===== config.mk =====
export PLATFORM = sky130hd
export DESIGN_NAME = reg_bus_arbiter
export DESIGN_NICKNAME = d
export VERILOG_FILES = /design/src/rtl/reg_bus_arb_pkg.sv /design/src/rtl/tmout_watch.sv /design/src/rtl/reg_bus_arbiter.sv
export SDC_FILE = /design/constraint.sdc
export NUM_CORES = 1
export LEC_CHECK = 0
export CORE_ASPECT_RATIO = 1.1
export CORE_MARGIN = 2
export CORE_UTILIZATION = 35
export CTS_BUF_LIST = sky130_fd_sc_hd__clkbuf_16
export CTS_CLUSTER_SIZE = 10
export DETAILED_ROUTE_END_ITERATION = 6
export GPL_TIMING_DRIVEN = 1
export PLACE_DENSITY = 0.64
export SLEW_MARGIN = 10
export SYNTH_ARGS = -nofsm -noshare
export SYNTH_HDL_FRONTEND = slang
export SYNTH_SLANG_ARGS = --single-unit

===== constraint.sdc =====
create_clock -name clks -period 2.7 [get_ports clks]
set_clock_uncertainty 0.1 [all_clocks]
set_input_delay 0.54 -clock clks [delete_from_list [all_inputs] [get_ports clks]]
set_output_delay 0.54 -clock clks [all_outputs]
set_load 0.005 [all_outputs]

===== src/rtl/reg_bus_arb_pkg.sv =====
// Shared definitions for the register-bus arbiter: FSM encoding and widths.
`timescale 1ns/1ps
package reg_bus_arb_pkg;

  localparam int NUM_MASTERS = 2;
  localparam int RD_CNT_W    = 4;   // holds RD_LAT-1 for RD_LAT up to 15
  localparam int TMOUT_W     = 16;  // width of the grant-wait counter and limit

  typedef enum logic [1:0] {
    ST_IDLE = 2'd0,
    ST_WR   = 2'd1,
    ST_RD   = 2'd2,
    ST_ACK  = 2'd3
  } state_t;

endpackage


===== src/rtl/tmout_watch.sv =====
// Grant-wait watchdog for one master: counts cycles spent waiting for the bus
// and emits a single pulse when the count reaches the configured limit.
`timescale 1ns/1ps
module tmout_watch
  import reg_bus_arb_pkg::*;
(
  input  logic               clks,
  input  logic               reset,
  input  logic               i_req,    // master is requesting
  input  logic               i_owner,  // master's transaction is in flight
  input  logic               i_grant,  // master is being latched this cycle
  input  logic [TMOUT_W-1:0] i_cfg,    // limit; 0 disables
  output logic               o_err
);

  logic [TMOUT_W-1:0] r_cnt;
  logic               r_fired;
  logic               r_err;

  logic               w_wait;
  logic [TMOUT_W-1:0] w_cnt_next;
  logic               w_hit;

  // A grant clears the counter in the same cycle, so it never counts as waiting.
  assign w_wait     = i_req && !i_owner && !i_grant;
  assign w_cnt_next = (r_cnt == '1) ? r_cnt : r_cnt + 1'b1;
  // Equality (not >=) so lowering the limit below the running count stays silent.
  assign w_hit      = w_wait && (i_cfg != '0) && !r_fired && (w_cnt_next == i_cfg);
  assign o_err      = r_err;

  // Wait counter with saturation, fire-once flag and registered error pulse.
  always_ff @(posedge clks) begin
    if (reset) begin
      r_cnt   <= '0;
      r_fired <= 1'b0;
      r_err   <= 1'b0;
    end else begin
      r_err <= w_hit;
      if (!i_req || i_grant) begin
        r_cnt   <= '0;
        r_fired <= 1'b0;
      end else if (w_wait) begin
        r_cnt <= w_cnt_next;
        if (w_hit) r_fired <= 1'b1;
      end
    end
  end

endmodule


===== src/rtl/reg_bus_arbiter.sv =====
// Two-master round-robin arbiter and sequencer for the user-logic register
// bus. One transaction at a time; reads capture data RD_LAT cycles after the
// read strobe; per-master grant-wait watchdogs flag starved requesters.
`timescale 1ns/1ps
module reg_bus_arbiter
  import reg_bus_arb_pkg::*;
#(
  parameter int ADDR_WIDTH = 12,
  parameter int DATA_WIDTH = 32,
  parameter int RD_LAT     = 2
) (
  input  logic                   clks,
  input  logic                   reset,
  input  logic                   m0_req,
  input  logic                   m0_wr,
  input  logic [ADDR_WIDTH-1:0]  m0_addr,
  input  logic [DATA_WIDTH-1:0]  m0_wdata,
  output logic                   m0_ack,
  output logic [DATA_WIDTH-1:0]  m0_rdata,
  input  logic                   m1_req,
  input  logic                   m1_wr,
  input  logic [ADDR_WIDTH-1:0]  m1_addr,
  input  logic [DATA_WIDTH-1:0]  m1_wdata,
  output logic                   m1_ack,
  output logic [DATA_WIDTH-1:0]  m1_rdata,
  input  logic [TMOUT_W-1:0]     tmout_cfg,
  output logic [NUM_MASTERS-1:0] tmout_err,
  output logic                   cpu_wr,
  output logic                   cpu_rd,
  output logic [ADDR_WIDTH-1:0]  cpu_wr_addr,
  output logic [DATA_WIDTH-1:0]  cpu_data_in,
  input  logic [DATA_WIDTH-1:0]  cpu_data_out
);

  localparam logic [RD_CNT_W-1:0] RD_LAST = RD_CNT_W'(RD_LAT - 1);

  state_t                  r_state;
  state_t                  w_state_next;
  logic                    r_ptr;      // master that wins a tie
  logic                    r_owner;    // master of the latched transaction
  logic [ADDR_WIDTH-1:0]   r_addr;
  logic [DATA_WIDTH-1:0]   r_wdata;
  logic [RD_CNT_W-1:0]     r_rd_cnt;
  logic [DATA_WIDTH-1:0]   r_m0_rdata;
  logic [DATA_WIDTH-1:0]   r_m1_rdata;

  logic [NUM_MASTERS-1:0]  w_req;
  logic [NUM_MASTERS-1:0]  w_own;
  logic [NUM_MASTERS-1:0]  w_grant;
  logic                    w_start;
  logic                    w_busy;
  logic                    w_sel;
  logic                    w_sel_wr;
  logic [ADDR_WIDTH-1:0]   w_sel_addr;
  logic [DATA_WIDTH-1:0]   w_sel_wdata;
  logic                    w_rd_last;
  logic                    w_cpu_wr;
  logic                    w_cpu_rd;
  logic [NUM_MASTERS-1:0]  w_ack;

  // Request selection: a lone requester wins outright, a tie goes to r_ptr.
  assign w_req       = {m1_req, m0_req};
  assign w_sel       = (m0_req && m1_req) ? r_ptr : m1_req;
  assign w_sel_wr    = w_sel ? m1_wr    : m0_wr;
  assign w_sel_addr  = w_sel ? m1_addr  : m0_addr;
  assign w_sel_wdata = w_sel ? m1_wdata : m0_wdata;

  assign w_start   = (r_state == ST_IDLE) && (|w_req);
  assign w_busy    = (r_state != ST_IDLE);
  assign w_grant   = {w_start && w_sel, w_start && !w_sel};
  assign w_own     = {w_busy && r_owner, w_busy && !r_owner};
  assign w_rd_last = (r_rd_cnt == RD_LAST);

  // FSM state register.
  always_ff @(posedge clks) begin
    // NOTE: sequential state uses non-blocking assignment so every flop
    // samples the pre-edge values regardless of block ordering.
    if (reset) r_state <= ST_IDLE;
    else       r_state <= w_state_next;
  end

  // Next-state decode and bus strobes/acks.
  always_comb begin
    // NOTE: every output of this block gets a default first; a path that
    // leaves one unassigned would infer a latch.
    w_state_next = r_state;
    w_cpu_wr     = 1'b0;
    w_cpu_rd     = 1'b0;
    w_ack        = '0;
    case (r_state)
      ST_IDLE: if (w_start) w_state_next = w_sel_wr ? ST_WR : ST_RD;
      ST_WR: begin
        w_cpu_wr     = 1'b1;
        w_state_next = ST_ACK;
      end
      ST_RD: begin
        w_cpu_rd = (r_rd_cnt == '0);
        if (w_rd_last) w_state_next = ST_ACK;
      end
      ST_ACK: begin
        w_ack[r_owner] = 1'b1;
        w_state_next   = ST_IDLE;
      end
      default: w_state_next = ST_IDLE;
    endcase
  end

  // Datapath: latch the winner, count read latency, capture return data,
  // rotate the priority pointer on completion.
  always_ff @(posedge clks) begin
    // NOTE: the bus-facing address/data and rdata registers are reset too,
    // because their reset value of 0 is visible on the outputs.
    if (reset) begin
      r_ptr      <= 1'b0;
      r_owner    <= 1'b0;
      r_addr     <= '0;
      r_wdata    <= '0;
      r_rd_cnt   <= '0;
      r_m0_rdata <= '0;
      r_m1_rdata <= '0;
    end else begin
      case (r_state)
        ST_IDLE: begin
          if (w_start) begin
            r_owner  <= w_sel;
            r_addr   <= w_sel_addr;
            r_wdata  <= w_sel_wdata;
            r_rd_cnt <= '0;
          end
        end
        ST_WR: begin
          if (r_owner) r_m1_rdata <= '0;
          else         r_m0_rdata <= '0;
        end
        ST_RD: begin
          r_rd_cnt <= r_rd_cnt + 1'b1;
          if (w_rd_last) begin
            if (r_owner) r_m1_rdata <= cpu_data_out;
            else         r_m0_rdata <= cpu_data_out;
          end
        end
        ST_ACK: r_ptr <= ~r_owner;
        default: ;
      endcase
    end
  end

  // One grant-wait watchdog per master.
  for (genvar g = 0; g < NUM_MASTERS; g++) begin : g_watch
    tmout_watch u_watch (
      .clks    (clks),
      .reset   (reset),
      .i_req   (w_req[g]),
      .i_owner (w_own[g]),
      .i_grant (w_grant[g]),
      .i_cfg   (tmout_cfg),
      .o_err   (tmout_err[g])
    );
  end

  assign cpu_wr      = w_cpu_wr;
  assign cpu_rd      = w_cpu_rd;
  assign cpu_wr_addr = r_addr;
  assign cpu_data_in = r_wdata;
  assign m0_ack      = w_ack[0];
  assign m1_ack      = w_ack[1];
  assign m0_rdata    = r_m0_rdata;
  assign m1_rdata    = r_m1_rdata;

endmodule

==> impl_metrics.py <==
metrics = {
    "clocking": {
        "ctsRootBufferMaster": "clkbuf_16",
        "clkLatencyLatePin_ps": 420,
        "clkTransAtPathRegs_ps": 60,
        "cts_buffers": 17,
        "htreeDepth": 4,
        "clock_sinks": 152,
        "cts_buffer_depth": 2,
        "cts_tree": "done",
        "post_cts_buffers": 0,
    },
    "timing": {
        "fmax_mhz": 389,
        "maxSlewHeadroom_pct": 40.8,
        "tightest_slew_ps": 888,
        "maxSlewViolCount": 0,
        "hold_slack_ps": 232,
        "period_share_pct": 95.2,
        "hold_viol_final": 0,
        "finalSetupViolations": 0,
        "post-route-min-period_ps": 2570,
        "rsz0062_at_grt": "true",
    },
    "power_and_ir_drop": {
        "p_sw_mw": 2.20,
        "p_leak_nw": 3.83,
        "combPwrFrac_pct": 29.6,
        "clkPwrFrac_pct": 33.8,
        "power.density_nw_per_um2": 650,
        "ir_drop_mv": 0.408,
        "p_sw_share_pct": 31.3,
        "pwr-share-seq_pct": 36.7,
        "internal-power_mw": 4.82,
    },
    "global_route": {
        "grtUsageTotal_pct": 21.0,
        "grt_pass1_wl_um": 36600,
        "overflow": 0,
        "antenna_found_initial": 0,
        "grt_pass1_vias": 6983,
        "grt_max_degree": 82,
    },
    "setup_path": {
        "path_cells": "ha_1 > nand3_1 > or2_1 > buf_4 > nor3_2 > xnor2_1 > a221o_1 > a2111oi_2 > nand4_1 > nor2_1",
        "crit_fanout": 5,
        "regToRegSetupSlack_ps": 130,
        "slowest_stage": "dfxtp_1",
        "cp_top_family": "simple AND/OR/NAND/NOR gates",
        "critPathKind": "register to register",
        "critPathArrivalTime_ps": 2800,
        "startpoint_type": "register",
        "crit_required_ps": 2930,
        "crit_path_end_kind": "register",
        "path_buf_inv": 1,
        "cpPeakStageDelay_ps": 330,
    },
    "synthesis": {
        "yosysTopAreaCellShare_pct": 42.7,
        "syn-num-nets": 985,
        "ys_seq_area_share_pct": 42.7,
        "synth_top_area_cell": "dfxtp_1",
        "yosysWarnings": 0,
        "synth_edf_count": 0,
        "synthArstFlopShare_pct": 0,
        "syn_area_um2": 7130,
        "avgSynthCellArea_um2": 8.55,
        "synth_ff_type": "dfxtp_1",
        "ys_ff_latch": 152,
        "synth.distinct_cells": 67,
        "syn_inst": 834,
        "ys_top_cells_by_area": "dfxtp_1 (43%), nor2_1 (7.5%), a222oi_1 (6.2%)",
    },
    "job": {
        "drv_cap": 0,
    },
    "drt": {
        "wire_per_inst_um": 17.0,
        "ant_nets": 0,
        "finalWirelength_um": 23300,
        "firstDrtPassIters": 7,
        "via_per_inst": 5.27,
        "vias": 7228,
        "first_iter_violations": 598,
        "drc": 4,
    },
    "status": {
        "violations": "DRC",
        "status": "finished with violations",
    },
    "floorplan": {
        "die_w_um": 140,
        "core-area_um2": 19900,
        "ios": 256,
        "rows": 54,
        "initial_utilization_pct": 35.8,
        "die-area_um2": 21500,
        "die_h_um": 154,
    },
    "final_layout": {
        "fin_area_um2": 10800,
        "n_antenna_cell": 0,
        "area_growth_pct": 51.4,
        "layout_common_cells": "clkdlybuf4s50_1 (254), dfxtp_1 (151), nor2_1 (141)",
        "drive_gt1_share_pct": 11.3,
        "final_common_cell": "clkdlybuf4s50_1",
        "nets": 1258,
    },
    "placement": {
        "place_area_um2": 10200,
        "io_buffer_count": 255,
        "post-dp-hpwl_um": 16600,
        "place_congestion": 0.881,
    },
    "hold_path": {
        "hp-class": "primary input to register",
    },
}
[worst paths after layout]
check                                                               from                                   to  cells past startpoint
worst max register to register  g_watch[0].u_watch.r_cnt[0]$_SDFFE_PP0P_  g_watch[0].u_watch.o_err$_SDFF_PP0_                     10
worst min register to register                  m0_rdata[3]$_SDFFE_PP0P_             m0_rdata[3]$_SDFFE_PP0P_                      2
worst max-delay path            g_watch[0].u_watch.r_cnt[0]$_SDFFE_PP0P_  g_watch[0].u_watch.o_err$_SDFF_PP0_                     10
worst min-delay path                                               reset              r_state[0]$_SDFFE_PP0P_                      2
[timing repair]
item                                    4_1_cts  5_1_grt
gates cloned                                  0        0
resized for setup                             1        4
endpoints found under the setup margin        1        5
hold buffers                                  0        0
[stage by stage]
step | setup WS, ps | utilization [%] | TNS, ps | std cells | power, mW
floorplan | 151 | - | 0 | 834 | 3.66
global route | -11.8 | 54.2 | -11.8 | 1371 | 7.40
detailed placement | 12.3 | 51.2 | 0 | 1340 | 4.71
global placement | 33.9 | 51.2 | 0 | 1340 | 4.71
finish | 131 | 54.2 | 0 | 1371 | 7.02
CTS | 34.0 | 54.1 | 0 | 1371 | 7.11
[layer usage]
metal,track usage (%),routed length (um)
met5,0,0
met4,7.17,474
met3,5.39,1480
met2,36.0,11400
met1,25.7,9900
[Yosys cell counts (4+ instances only)]
cell	instances
nor2_1	142
dfxtp_1	152
o21ai_0	18
nor3_1	8
a222oi_1	44
buf_2	7
nand2_1	62
nand4_1	13
nand3_1	53
nor2b_1	6
xor2_1	24
a311oi_1	4
xnor2_1	37
or3_1	5
clkbuf_1	53
a21oi_1	49
ha_1	9
a22oi_1	33
nor4_1	17
nand2b_1	5
mux2i_1	5
and3_1	7
inv_1	11
[cells by family (layout without fill, tap and decap cells)]
group,count (synthesis),after routing,synth area share (%)
flops,152,152,42.7
xor+xnor,61,61,7.49
buf+inv,83,368,5.80
simple gates,343,343,22.7
compound gates,177,177,18.3
fa+ha+maj,10,10,1.72
mux,8,8,1.33
[power groups by stage]
stage                     Combinational (mW)  Clock (mW)  Sequential (mW)
after floorplan                         1.04           0             2.62
after global placement                  2.09           0             2.62
after detailed placement                2.09           0             2.62
after CTS                               2.11        2.43             2.57
after global routing                    2.27        2.54             2.60
final                                   2.08        2.37             2.57
[final cells by class]
cell class,count,area (um2)
clock buffer,17,425
sequential,152,3040
tap,252,315
fill,1836,9130
multi-input combinational,599,3720
timing repair buffer,326,3110
inverter,11,41.3
clock inverter,14,148
[flip-flops by register name (all words and copies together) (netlist names), 4 cells and up]
signal	flops
g_watch.u_watch.r_cnt	32
m0_rdata	32
m1_rdata	32
r_rd_cnt	4
cpu_wr_addr	12
cpu_data_in	32
Note: power is estimated with default switching activity, not from simulation.
